===== src/rtl/toggle_pair_pkg.sv =====
// Shared types and constants for the toggle-pair burst generator.
package toggle_pair_pkg;

  localparam int unsigned LFSR_W       = 16;
  localparam int unsigned CNT_W        = 16;
  localparam logic [15:0] LFSR_POLY    = 16'hB400;
  localparam logic [15:0] DEFAULT_SEED = 16'hACE1;

  // Burst controller states
  typedef enum logic [1:0] {
    ST_IDLE = 2'd0,
    ST_RUN  = 2'd1,
    ST_DONE = 2'd2
  } state_e;

  // One beat as presented on the a/b output pair (full LFSR width)
  typedef struct packed {
    logic [LFSR_W-1:0] a;
    logic [LFSR_W-1:0] b;
  } beat_t;

endpackage


===== src/rtl/toggle_pair_gen_lfsr16_step.sv =====
// Combinational next-state of the 16-bit right-shifting Galois LFSR.
module lfsr16_step
  import toggle_pair_pkg::*;
(
  input  logic [LFSR_W-1:0] state_i,
  output logic [LFSR_W-1:0] next_o
);

  // Shift right; fold the polynomial in when the outgoing bit is set
  always_comb begin
    next_o = {1'b0, state_i[LFSR_W-1:1]};
    if (state_i[0]) begin
      next_o = next_o ^ LFSR_POLY;
    end
  end

endmodule


===== src/rtl/toggle_pair_gen.sv =====
// Burst generator: emits BURST_LEN LFSR words as a matched a/b pair over a
// valid/ready handshake, plus a c/d toggle pair that never shows equal
// values on two consecutive cycles.
// Optional feature macro TOGGLE_PAIR_GEN_MISMATCH_EN adds input inject_err:
// when high on the clock edge that loads a new beat onto a_out/b_out (the
// edge at which valid first rises for that beat), the beat carries
// b_out = ~a_out until it is accepted.
module toggle_pair_gen
  import toggle_pair_pkg::*;
#(
  parameter int unsigned WIDTH     = 16,
  parameter logic [15:0] SEED      = DEFAULT_SEED,
  parameter int unsigned BURST_LEN = 8
) (
  input  logic             clock,
  input  logic             reset_n,
  input  logic             start,
  input  logic             stop,
  input  logic             ready,
`ifdef TOGGLE_PAIR_GEN_MISMATCH_EN
  input  logic             inject_err,
`endif
  output logic             valid,
  output logic [WIDTH-1:0] a_out,
  output logic [WIDTH-1:0] b_out,
  output logic             c_out,
  output logic             d_out,
  output logic             busy,
  output logic [15:0]      count,
  output logic             done
);

  localparam logic [CNT_W-1:0] LAST_CNT = CNT_W'(BURST_LEN - 1);

  state_e            state_q, state_d;
  logic [LFSR_W-1:0] lfsr_q, lfsr_d;
  logic [LFSR_W-1:0] lfsr_step;
  logic [CNT_W-1:0]  cnt_q, cnt_d;
  logic              spend_q, spend_d;
  logic              phase_q, phase_d;
  logic              valid_q, valid_d;
  beat_t             beat_q, beat_d;
  logic              c_q, c_d;
  logic              d_q, d_d;
  logic              busy_q, busy_d;
  logic              done_q, done_d;

  logic              start_acc_c;
  logic              accept_c;
  logic              last_c;
  logic              corrupt_c;

  lfsr16_step u_step (
    .state_i (lfsr_q),
    .next_o  (lfsr_step)
  );

`ifdef TOGGLE_PAIR_GEN_MISMATCH_EN
  assign corrupt_c = inject_err;
`else
  assign corrupt_c = 1'b0;
`endif

  // Handshake qualifiers; a pending or coincident stop makes this accept the last
  assign start_acc_c = (state_q == ST_IDLE) && start;
  assign accept_c    = (state_q == ST_RUN) && valid_q && ready;
  assign last_c      = accept_c && ((cnt_q == LAST_CNT) || spend_q || stop);

  // State register
  always_ff @(posedge clock or negedge reset_n) begin
    if (!reset_n) begin
      state_q <= ST_IDLE;
    end else begin
      state_q <= state_d;
    end
  end

  // Next-state logic
  always_comb begin
    state_d = state_q;
    case (state_q)
      ST_IDLE: if (start)  state_d = ST_RUN;
      ST_RUN:  if (last_c) state_d = ST_DONE;
      ST_DONE:             state_d = ST_IDLE;
      default:             state_d = ST_IDLE;
    endcase
  end

  // Output and datapath next values, all derived from the upcoming state
  always_comb begin
    lfsr_d  = lfsr_q;
    cnt_d   = cnt_q;
    spend_d = spend_q;
    phase_d = 1'b0;
    beat_d  = beat_q;
    valid_d = (state_d == ST_RUN);
    busy_d  = (state_d == ST_RUN);
    done_d  = (state_d == ST_DONE);
    c_d     = 1'b0;
    d_d     = 1'b1;

    if (start_acc_c) begin
      lfsr_d  = SEED;
      cnt_d   = '0;
      spend_d = 1'b0;
    end else if (state_q == ST_RUN) begin
      if (stop) begin
        spend_d = 1'b1;
      end
      if (accept_c) begin
        lfsr_d = lfsr_step;
        cnt_d  = cnt_q + CNT_W'(1);
      end
      if (last_c) begin
        spend_d = 1'b0;
      end
    end

    // Phase only runs while staying in RUN; each burst starts at phase 0
    if ((state_q == ST_RUN) && (state_d == ST_RUN)) begin
      phase_d = ~phase_q;
    end

    // A new beat is loaded on start or on a non-final accept
    if ((state_d == ST_RUN) && (start_acc_c || accept_c)) begin
      beat_d.a = lfsr_d;
      beat_d.b = corrupt_c ? ~lfsr_d : lfsr_d;
    end

    if (state_d == ST_RUN) begin
      c_d = lfsr_d[0];
      d_d = phase_d ? lfsr_d[0] : ~lfsr_d[0];
    end
  end

  // Datapath and output registers
  always_ff @(posedge clock or negedge reset_n) begin
    if (!reset_n) begin
      lfsr_q  <= SEED;
      cnt_q   <= '0;
      spend_q <= 1'b0;
      phase_q <= 1'b0;
      beat_q  <= '0;
      valid_q <= 1'b0;
      busy_q  <= 1'b0;
      done_q  <= 1'b0;
      c_q     <= 1'b0;
      d_q     <= 1'b1;
    end else begin
      lfsr_q  <= lfsr_d;
      cnt_q   <= cnt_d;
      spend_q <= spend_d;
      phase_q <= phase_d;
      beat_q  <= beat_d;
      valid_q <= valid_d;
      busy_q  <= busy_d;
      done_q  <= done_d;
      c_q     <= c_d;
      d_q     <= d_d;
    end
  end

  assign valid = valid_q;
  assign a_out = beat_q.a[WIDTH-1:0];
  assign b_out = beat_q.b[WIDTH-1:0];
  assign c_out = c_q;
  assign d_out = d_q;
  assign busy  = busy_q;
  assign count = cnt_q;
  assign done  = done_q;

endmodule

===== config.mk =====
export PLATFORM = sky130hd
export DESIGN_NAME = toggle_pair_gen
export DESIGN_NICKNAME = d
export VERILOG_FILES = /design/src/rtl/toggle_pair_pkg.sv /design/src/rtl/toggle_pair_gen_lfsr16_step.sv /design/src/rtl/toggle_pair_gen.sv
export SDC_FILE = /design/constraint.sdc
export NUM_CORES = 1
export LEC_CHECK = 0
export ABC_AREA = 1
export CAP_MARGIN = 10
export CORE_ASPECT_RATIO = 1.5
export CORE_MARGIN = 1
export CORE_UTILIZATION = 40
export CTS_CLUSTER_SIZE = 25
export DETAILED_ROUTE_END_ITERATION = 10
export GPL_TIMING_DRIVEN = 0
export SYNTH_ARGS = -nofsm -noshare
export SYNTH_HDL_FRONTEND = slang
export SYNTH_HIERARCHICAL = 1
export SYNTH_SLANG_ARGS = --single-unit
export TNS_END_PERCENT = 100

===== constraint.sdc =====
create_clock -name clock -period 1.84 [get_ports clock]
set_clock_uncertainty 0.05 [all_clocks]
set_input_delay 0.184 -clock clock [delete_from_list [all_inputs] [get_ports clock]]
set_output_delay 0.184 -clock clock [all_outputs]
set_load 0.02 [all_outputs]

-- Word-level counts from Yosys, hierarchy flattened
Cells that the tools add are included.
- flip-flop bits (word level): 56
- bits of input ports: 5
- output and inout port bits: 53
- logic and storage cells: 51
- add/sub/neg operators: 1
- equality and inequality tests: 4
- multiplexer cells: 18
- bitwise operators: 3
- reduce and logical (&&, ||, !) cells: 15
- operators by type and width (operator ; number):
    $mux W16 ; 7
    $add A16 B1 Y16 const B ; 1
    $eq A16 B3 Y1 const B ; 1
    $mux W1 ; 8
    $logic_and A1 B1 Y1 ; 6
    $eq A2 B1 Y1 const B ; 2
    $mux W2 ; 2
    $not A3 Y4 ; 1
    $pmux W2 S2 ; 1
    $reduce_and A2 Y1 ; 2
    $reduce_bool A2 Y1 ; 2
    $logic_or A1 B1 Y1 ; 3
    $reduce_bool A3 Y1 ; 1
    $eq A2 B2 Y1 const B ; 1
    $logic_not A2 Y1 ; 1
    $not A1 Y1 ; 2

-- Logic depth before layout (Yosys ltp)
- depth in word-level cells: 11
- gate-level depth with buffers: 13
- mapped depth without buffers: 12

-- Cells and area by module
The synthesis kept the hierarchy.
- by module, submodules not included (module ; times used ; cells each ; area an instance (µm²) ; sequential area each (µm²)):
    toggle_pair_gen ; 1 ; 322 ; 2743.9 ; 1412.6
    lfsr16_step ; 1 ; 26 ; 146.4 ; 0.0

-- Least setup slack after synthesis
No wires, ideal clock.
- path kind: reg2reg
- start point: register cnt_q[0], in the netlist count[0]
- end point: register beat_q, in the netlist b_out[0]
- setup time: 117 ps
- arrival time: 1542 ps
- slack: 131 ps
- stages on the path, launching flop included: 14
- buffers on the path: 1
- path through: dfrtp_1 ha_1 nand2_2 inv_1 nand2_1 nor2_2 nand2_2 nand2_2 nand2_4 nand2_4 nand2_4 buf_6 nand3_1 nand2_1
- cells in the longest elaborated chain, start to end: 8
- ends and longest elaborated chain (what ; RTL line ; source):
    from (decl) ; toggle_pair_gen.sv:38 ; logic [CNT_W-1:0] cnt_q, cnt_d;
    from (signal assigned) ; toggle_pair_gen.sv:151 ; cnt_q <= cnt_d;
    $eq A16 B3 Y1 ; toggle_pair_gen.sv:67 ; assign last_c = accept_c && ((cnt_q == LAST_CNT) || spend_q || stop);
    $logic_or A1 B1 Y1 (2 in a row) ; toggle_pair_gen.sv:67 ;
    $logic_and A1 B1 Y1 ; toggle_pair_gen.sv:67 ;
    $mux W2 ; toggle_pair_gen.sv:83 ; ST_RUN: if (last_c) state_d = ST_DONE;
    $pmux W2 S2 ; toggle_pair_gen.sv:81 ; case (state_q)
    via state_d[0] ; toggle_pair_gen.sv:35 ; state_e state_q, state_d;
    $eq A2 B1 Y1 ; toggle_pair_gen.sv:125 ; if ((state_d == ST_RUN) && (start_acc_c || accept_c)) begin
    $logic_and A1 B1 Y1 ; toggle_pair_gen.sv:125 ;
    to (signal assigned) ; toggle_pair_gen.sv:154 ; beat_q <= beat_d;
    to (decl) ; toggle_pair_gen.sv:42 ; beat_t beat_q, beat_d;
The timed path passes the listed nets, and every way through them passes these cells.
A chain may end at the register's enable or synchronous reset.

-- Final worst setup path
- start point: register cnt_q[1], in the netlist count[1]
- end point: register beat_q, in the netlist b_out[13]
- cells in the longest elaborated chain, start to end: 8
- ends and longest elaborated chain (what ; RTL line):
    $eq A16 B3 Y1 ; toggle_pair_gen.sv:67
    $logic_or A1 B1 Y1 (2 in a row) ; toggle_pair_gen.sv:67
    $logic_and A1 B1 Y1 ; toggle_pair_gen.sv:67
    $mux W2 ; toggle_pair_gen.sv:83
    $pmux W2 S2 ; toggle_pair_gen.sv:81
    $eq A2 B1 Y1 ; toggle_pair_gen.sv:125
    $logic_and A1 B1 Y1 ; toggle_pair_gen.sv:125
Every way passes these cells.

==> reports/results.tsv <==
stage	metric	value	unit
drt	via_per_inst	4.88	
global_route	gr-usage-met2	35.4	%
critical_path	max_stage_delay	410	ps
final_layout	area.growth.synth_to_final	32.5	%
placed_design	place.gp.congestion	0.807	
floorplanning	die_h	106	microns
floorplanning	floorplan.initialDensity	41.6	%
drt	drt_wl_total	6.61	mm
cts	h-tree-depth	2	
global_route	grt_max_degree	34	
global_route	met3_usage	2.46	%
timing	setup_tns	0	ps
global_route	antenna_found_initial	0	
timing	setup_viol	0	
timing	timing.hold.ws	342	ps
outcome	status	complete, but fails checks	
logic_synthesis	synth_seq_area_share	48.9	%
final_layout	antenna_cells	0	
placed_design	hpwl	4.79	mm
placed_design	dpl-instance-area	3570	sq um
logic_synthesis	syn_area_per_cell	8.31	sq um
logic_synthesis	synth_cells	348	
cts	cts_tree	built	
timing	hold_viol	0	
critical_path	path_class	reg -> reg	
final_layout	final_cells	503	
global_route	grt_pass1_vias	2436	
critical_path	worstPathArrival	1890	ps
cts	insertion_delay	310	ps
pwr	powerDensity	1590	nW/um^2
critical_path	crit_buf_inv	2	
floorplanning	rows	37	
logic_synthesis	syn-num-nets	354	
cts	cts_sinks	56	
timing	timing_max_transition_violations_final	0	
logic_synthesis	ys_warn_count	6	
run	maxCapViolations	0	
timing	worstMarginPinSlew	569	ps
outcome	failed_checks	design-rule violations	
critical_path	worstPathMaxFanout	6	
global_route	grt.busiest_layer	met2	
final_layout	final_common_cell	nand2_1	
cts	cts.clk_slew.worst_paths	100	ps
floorplanning	core	6940	sq um
placed_design	dp_cells	484	
logic_synthesis	ys_types	27	
floorplanning	fp.dieW	71.4	microns
final_layout	final_layout_size_suffix_gt1_share	23.3	%
final_layout	nets	430	
final_layout	final_cell_mix	nand2_1 (89), clkdlybuf4s50_1 (56), dfrtp_1 (47)	
global_route	grt_pass1_wl	11.2	mm
cts	cts_root_buffer	clkbuf_8	
floorplanning	fp.dieArea	7580	sq um
worst_hold_path	holdCritPathClass	in -> async	
drt	ant_nets	0	
critical_path	critPathLaunch	count[1]$_DFFE_PN0P_	
drt	dr.pass1.iters	8	
logic_synthesis	synth_area	2890	sq um
drt	drtIter0Drc	111	
critical_path	end_kind	register	
floorplanning	ios	58	
placed_design	place_ws	-163	ps
critical_path	cp_data_required_time	1990	ps
drt	drt-wirelength-per-cell	13.1	microns
logic_synthesis	ys_ff_latch	56	
critical_path	rr_startpoint	count[1]$_DFFE_PN0P_	
pwr	p_leak	1.86	nW
global_route	use_met1	20.8	%
critical_path	startpoint_type	register	
pwr	ir_drop	0.000769	V
global_route	grt_use_total	18.7	%
cts	cts_buffers	5	
timing	finalCritPeriodShare	94.3	%
placed_design	port_buffers	57	
final_layout	design_area	3830	sq um
critical_path	crit_family	simple AND/OR/NAND/NOR gates	
timing	slew_headroom	62.1	%
critical_path	cp_cell_sequence	ha_2 -> nand2_2 -> inv_2 -> nand2_2 -> nor2_4 -> nand2_4 -> nand2_2 -> nand2_4 -> nand2_4 -> nand2_8 -> clkbuf_16 -> nand3_2 -> nand2_1	
critical_path	slowest_stage	dfrtp_1	
drt	via_count	2453	
timing	period_needed	1730	ps
timing	postLayoutSetupSlackWorst	105	ps
timing	max_freq	576	MHz
cts	clockBufferDepth	2	
drt	drc_errors	4	
global_route	gr-total-overflow	0	
## power breakdown
part,switching [mW],total [mW],internal (mW)
Sequential,0.271,1.98,1.71
Clock,0.398,0.705,0.307
Combinational,1.78,3.41,1.64
Total,2.45,6.09,3.65
## through the flow
stage	utilization, %	total power [mW]
final	55.1	6.09
after CTS	53.0	5.83
after floorplan	-	3.97
after global placement	51.2	5.06
after global routing	55.1	6.53
after detailed placement	51.5	5.11
## cell families after synthesis
family / after synthesis / synth area share, %
AO/OA/AOI/OAI: 26 / 5.63
XOR/XNOR: 1 / 0.303
adder cells (fa/ha/maj): 1 / 0.433
flip-flops: 56 / 48.9
buffers and inverters: 68 / 13.8
AND/OR/NAND/NOR: 196 / 31.0
## area by class of cell
type                    instances  area, sq um
inverters                      28          105
fillers                       689         3120
flip-flops and latches         56         1410
clock inverters                 1         7.51
well taps                      78         97.6
repair buffers                 69          692
multi-input cells             224         1130
plain buffers                  40          297
clock buffers                   7         86.3
## layer usage
layer	vias to the layer above	share of wire, %
li1	1228	-
met1	1176	41
met2	42	55
met3	7	2.8
met4	0	1.4
met5	-	0
## Yosys cell counts
| cell type | n | area share, % |
|---|---|---|
| dfstp_2 | 9 | 8.2 |
| clkbuf_1 | 1 | 0.13 |
| nor2_8 | 1 | 0.69 |
| nand2_4 | 3 | 1.2 |
| ha_1 | 1 | 0.43 |
| nor3b_2 | 1 | 0.43 |
| o21ai_0 | 15 | 2.6 |
| nor2_2 | 5 | 1.1 |
| inv_2 | 5 | 0.65 |
| dfrtp_1 | 47 | 41 |
| buf_6 | 1 | 0.39 |
| nand3_2 | 2 | 0.69 |
| a211oi_1 | 1 | 0.26 |
| nand4_2 | 1 | 0.43 |
| a41oi_4 | 1 | 0.95 |
| buf_2 | 3 | 0.52 |
| o21a_1 | 3 | 0.78 |
| nor2_1 | 41 | 5.3 |
| inv_1 | 23 | 3.0 |
| nand3_1 | 33 | 5.7 |
| a21oi_1 | 6 | 1.0 |
| nand2_2 | 4 | 0.87 |
| xor2_1 | 1 | 0.30 |
| buf_4 | 35 | 9.1 |
| nand4_1 | 7 | 1.5 |
| nand2_1 | 90 | 12 |
| nor3_1 | 8 | 1.4 |
## worst register-to-register path: stages, from the launching register on
cell	delay [ps]
dfrtp_1	410
ha_2	200
nand2_2	80
inv_2	60
nand2_2	60
nor2_4	130
nand2_4	70
nand2_2	80
nand2_4	60
nand2_4	90
nand2_8	80
clkbuf_16	170
nand3_2	50
nand2_1	50
## worst paths after layout
| check | to | slack, ps | depth (start not counted) |
|---|---|---|---|
| worst min-delay path | count[3]$_DFFE_PN0P_ | 340 | 2 |
| max in group asynchronous | lfsr_q[15]$_DFF_PN1_ | 750 | 3 |
| worst max register to register | b_out[13]$_DFFE_PN0P_ | 110 | 13 |
| worst min register to register | b_out[11]$_DFFE_PN0P_ | 460 | 2 |
| worst max-delay path | b_out[13]$_DFFE_PN0P_ | 110 | 13 |
| min in group clock | b_out[11]$_DFFE_PN0P_ | 460 | 2 |
## flip-flops by register name, summed over array words and instances (netlist names)
| name | flops |
|---|---|
| b_out | 16 |
| busy | 1 |
| c_out | 1 |
| count | 16 |
| d_out | 1 |
| done | 1 |
| lfsr_q | 16 |
| phase_q | 1 |
| spend_q | 1 |
| state_q | 2 |
## repair_timing
action,CTS,global route
resized for setup,0,16
hold buffers,1,0
setup buffers,0,9
hold endpoints to repair,21,0
endpoints found under the setup margin,0,13
(Power assumes the default switching activity.)
